File: config.mk
export PLATFORM = sky130hd
export DESIGN_NAME = pipe_reg_skid
export DESIGN_NICKNAME = d
export VERILOG_FILES = /design/src/rtl/pipe_reg_skid.sv
export SDC_FILE = /design/constraint.sdc
export NUM_CORES = 1
export LEC_CHECK = 0
export BUFFER_PORTS_ARGS = -buffer_cell sky130_fd_sc_hd__buf_2
export CORE_MARGIN = 3
export CORE_UTILIZATION = 25
export CTS_CLUSTER_SIZE = 24
export DETAILED_ROUTE_END_ITERATION = 10
export GPL_TIMING_DRIVEN = 0
export PLACE_DENSITY = 0.44
export SYNTH_ARGS = -nofsm -noshare
export SYNTH_HDL_FRONTEND = slang
export SYNTH_SLANG_ARGS = --single-unit
File: constraint.sdc
create_clock -name clk -period 11.3 [get_ports clk]
set_input_delay 1.695 -clock clk [delete_from_list [all_inputs] [get_ports clk]]
set_output_delay 1.695 -clock clk [all_outputs]
set_load 0.005 [all_outputs]
File: src/rtl/pipe_reg_skid.sv
// pipe_reg_skid: valid/ready pipeline register with one-entry skid buffer, flush-to-bubble
// and saturating stall/flush counters.
module pipe_reg_skid #(
    parameter int                DATA_W    = 96,
    parameter logic [DATA_W-1:0] FLUSH_VAL = {DATA_W{1'b0}},
    parameter int                CNT_W     = 16
) (
    input  logic              clk,
    input  logic              reset,
    input  logic              in_valid,
    output logic              in_ready,
    input  logic [DATA_W-1:0] in_data,
    input  logic              flush,
    output logic              out_valid,
    input  logic              out_ready,
    output logic [DATA_W-1:0] out_data,
    output logic [CNT_W-1:0]  stall_cnt,
    output logic [CNT_W-1:0]  flush_cnt
);
    typedef enum logic [1:0] {EMPTY, FULL, SKID} state_t;

    state_t            state_q, state_d;
    logic [DATA_W-1:0] main_q, main_d, skid_q, skid_d;
    logic [CNT_W-1:0]  stall_cnt_q, stall_cnt_d, flush_cnt_q, flush_cnt_d;
    logic              accept, emit, stall_inc;

    assign out_valid = state_q != EMPTY;
    assign in_ready  = state_q != SKID;
    assign out_data  = main_q;
    assign stall_cnt = stall_cnt_q;
    assign flush_cnt = flush_cnt_q;
    assign accept    = in_valid & in_ready;
    assign emit      = out_valid & out_ready;
    assign stall_inc = out_valid & ~out_ready & ~flush;

    always_comb begin
        state_d = state_q;
        main_d  = main_q;
        skid_d  = skid_q;
        if (flush) begin
            state_d = EMPTY;
            main_d  = FLUSH_VAL;
            skid_d  = FLUSH_VAL;
        end else begin
            case (state_q)
                EMPTY: if (accept) begin
                    main_d  = in_data;
                    state_d = FULL;
                end
                FULL: if (accept && emit) begin
                    main_d = in_data;
                end else if (emit) begin
                    main_d  = FLUSH_VAL;
                    state_d = EMPTY;
                end else if (accept) begin
                    skid_d  = in_data;
                    state_d = SKID;
                end
                SKID: if (emit) begin
                    main_d  = skid_q;
                    state_d = FULL;
                end
                default: begin
                    state_d = EMPTY;
                    main_d  = FLUSH_VAL;
                end
            endcase
        end
        stall_cnt_d = (stall_inc && stall_cnt_q != '1) ? stall_cnt_q + 1'b1 : stall_cnt_q;
        flush_cnt_d = (flush && flush_cnt_q != '1) ? flush_cnt_q + 1'b1 : flush_cnt_q;
    end

    always_ff @(posedge clk or posedge reset) begin
        if (reset) begin
            state_q     <= EMPTY;
            main_q      <= FLUSH_VAL;
            skid_q      <= FLUSH_VAL;
            stall_cnt_q <= '0;
            flush_cnt_q <= '0;
        end else begin
            state_q     <= state_d;
            main_q      <= main_d;
            skid_q      <= skid_d;
            stall_cnt_q <= stall_cnt_d;
            flush_cnt_q <= flush_cnt_d;
        end
    end
endmodule

==> results.md <==
* Status: completed
* Fin Clk Skew at 0.00851 ns
* Root Buffer: clkbuf_16
* Syn_area_per_cell at 10.5 sq um
* R2R Setup Slk at 8.85 ns
* Initial antenna violation count at 5
* First-pass GRT wire length at 49600 um
* Number of max-cap violations at 0
* Worst hold path type: flip-flop to flip-flop
* Most frequent cells in the layout: 255 x buf_2, 226 x dfrtp_1, 200 x nand2_1
* Critical path endpoint category: primary output
* Post-CTS Resized at 0
* Synthesis-to-layout area growth at 28.2%
* Final #Nets at 1282
* Total Power at 2.04 mW
* Synth cell types at 42
* Die X at 203 um
* Reg clk slew, reported paths at 0.05 ns
* CTS tree: yes
* Worst setup path class: flip-flop to primary output
* DIE AREA at 41000 sq um
* GRT Util Overall at 15.1%
* RSZ-0062 raised after global routing: no
* Worst-Margin Slew at 0.913 ns
* Vias in the first global route at 8222
* Final WL at 31700 um
* Post-Syn Nets at 1021
* First DRT Iteration DRCs at 313
* Final Cycle Share at 32.8%
* Pwr Density at 165 nW/um^2
* Crit path max fanout at 10
* Clock Path Buffers at 3
* Routability Congestion at 0.725
* Cell count after synthesis at 918
* Max Slew Vio Count at 0
* Share of cells above drive strength 1 at 25.6%
* Routed vias/inst at 4.71
* Post-CTS Setup Inserts at 0
* Most common cell after layout, fill and taps aside: buf_2
* Synthesis Warnings at 0
* Placed Cells at 1660
* Post-Route Utilization at 32.7%
* LEAKAGE at 5.75 nW
* Die Y at 203 um
* Via count at 8032
* Synth Register Bits at 226
* Total I/O pin count at 231
* Setup TNS at 0 ns
* Slew HR at 39.1%
* Pre-CTS WS at 7.43 ns
* Startpoint Class: flip-flop
* H-tree lvl count at 1
* Routed len/inst at 18.6 um
* DRC at 0
* Crit path DAT at 2.02 ns
* Total global routing overflow at 0
* Core ar. at 37800 sq um
* Fmax at 0.270 GHz
* Sink Count at 226
* Mapped Area at 9660 sq um
* Worst skew pair latency at 0.54 ns
* Cell row count at 71
* Min Tclk post-route at 3.71 ns
* Final Hold Viols at 0
* Finished Layout Cells at 1705
* Placement Cell Area at 11500 sq um
* Endpoints failing setup at 0
* # fillers at 3977
* Peak VDD IR at 0.000112 V
* Post-synthesis sequential area ratio at 58.6%
* Worst path required time at 9.61 ns
* # hold bufs at CTS at 0
* Detail Route Antenna Nets at 0
* CTS Buf Count at 28
* Ys async rst share at 100%
* Final hold slack at 0.480 ns
* Final Cell Area at 12400 sq um
* Router iterations before antenna repair at 4
* Ys flop type: dfrtp_1
* Number of synthesized flops with an enable pin at 0
* Largest net degree at the start of global routing at 92
* Final setup margin at 7.59 ns
* Initial core utilization at 25.5%
* I/O Buffers at 229
* HPWL after DPL at 21900 um
[layer usage]
metal / vias up / GRT usage [%] / routed length (um)
li1: 3851 / - / -
met1: 3931 / 21.4 / 15000
met2: 197 / 23.7 / 14400
met3: 43 / 3.33 / 1750
met4: 10 / 3.56 / 553
met5: - / 0 / 54
[area by class of cell]
| cell class | instances | area, sq um | area share, % |
|---|---|---|---|
| inverters | 5 | 26.3 | 0.212 |
| flip-flops and latches | 226 | 5660 | 45.7 |
| clock inverters | 1 | 30.0 | 0.243 |
| diodes | 1 | 2.50 | 0.0202 |
| clock buffers | 43 | 838 | 6.77 |
| well taps | 511 | 639 | 5.17 |
| plain buffers | 77 | 329 | 2.66 |
| repair buffers | 231 | 1200 | 9.71 |
| multi-input cells | 610 | 3650 | 29.5 |
[final timing paths]
kind	end	depth (start not counted)	start
worst max-delay path	in_ready	6	state_q[1]
worst min-delay path	out_data[10]	1	out_data[10]
worst max register to register	out_data[21]	7	state_q[1]
worst min register to register	out_data[10]	1	out_data[10]
max in group asynchronous	out_data[73]	4	reset
min in group asynchronous	stall_cnt[1]	2	reset
[registers in the layout, summed over array words and instances (netlist names)]
register,count
skid_q,96
flush_cnt,16
stall_cnt,16
out_data,96
state_q,2
[critical path: stages, from the launching register on]
cell and delay, ns:
dfrtp_1 0.32, buf_2 0.18, nor2b_1 0.13, buf_2 0.27, buf_2 0.32, inv_1 0.09, buf_2 0.16
[cell usage after synthesis, drive strengths merged, types with 9 or more instances]
cell type  number  share of area (%)
a21oi          99                5.1
a22oi          96                7.5
buf            27                1.5
clkbuf         50                1.9
dfrtp         226                 59
nand2         200                7.8
nand3          14               0.73
nand4           9               0.58
nor2           14               0.54
nor3           12               0.62
o2bb2ai        96                8.7
xor2           20                1.8
[power by group]
part	internal [mW]	switching (mW)	leakage, nW	total, mW
sequential	0.865	0.0494	3.07	0.914
combinational	0.105	0.158	2.26	0.263
clock	0.523	0.340	0.424	0.864
[kinds of logic after synthesis]
family | synth area share [%]
xor+xnor | 2.27
fa+ha+maj | 0.259
simple gates | 12.7
mux | 0.557
flops | 58.6
compound gates | 22.0
buf+inv | 3.60
No activity file was read; power rests on OpenSTA's default activity.
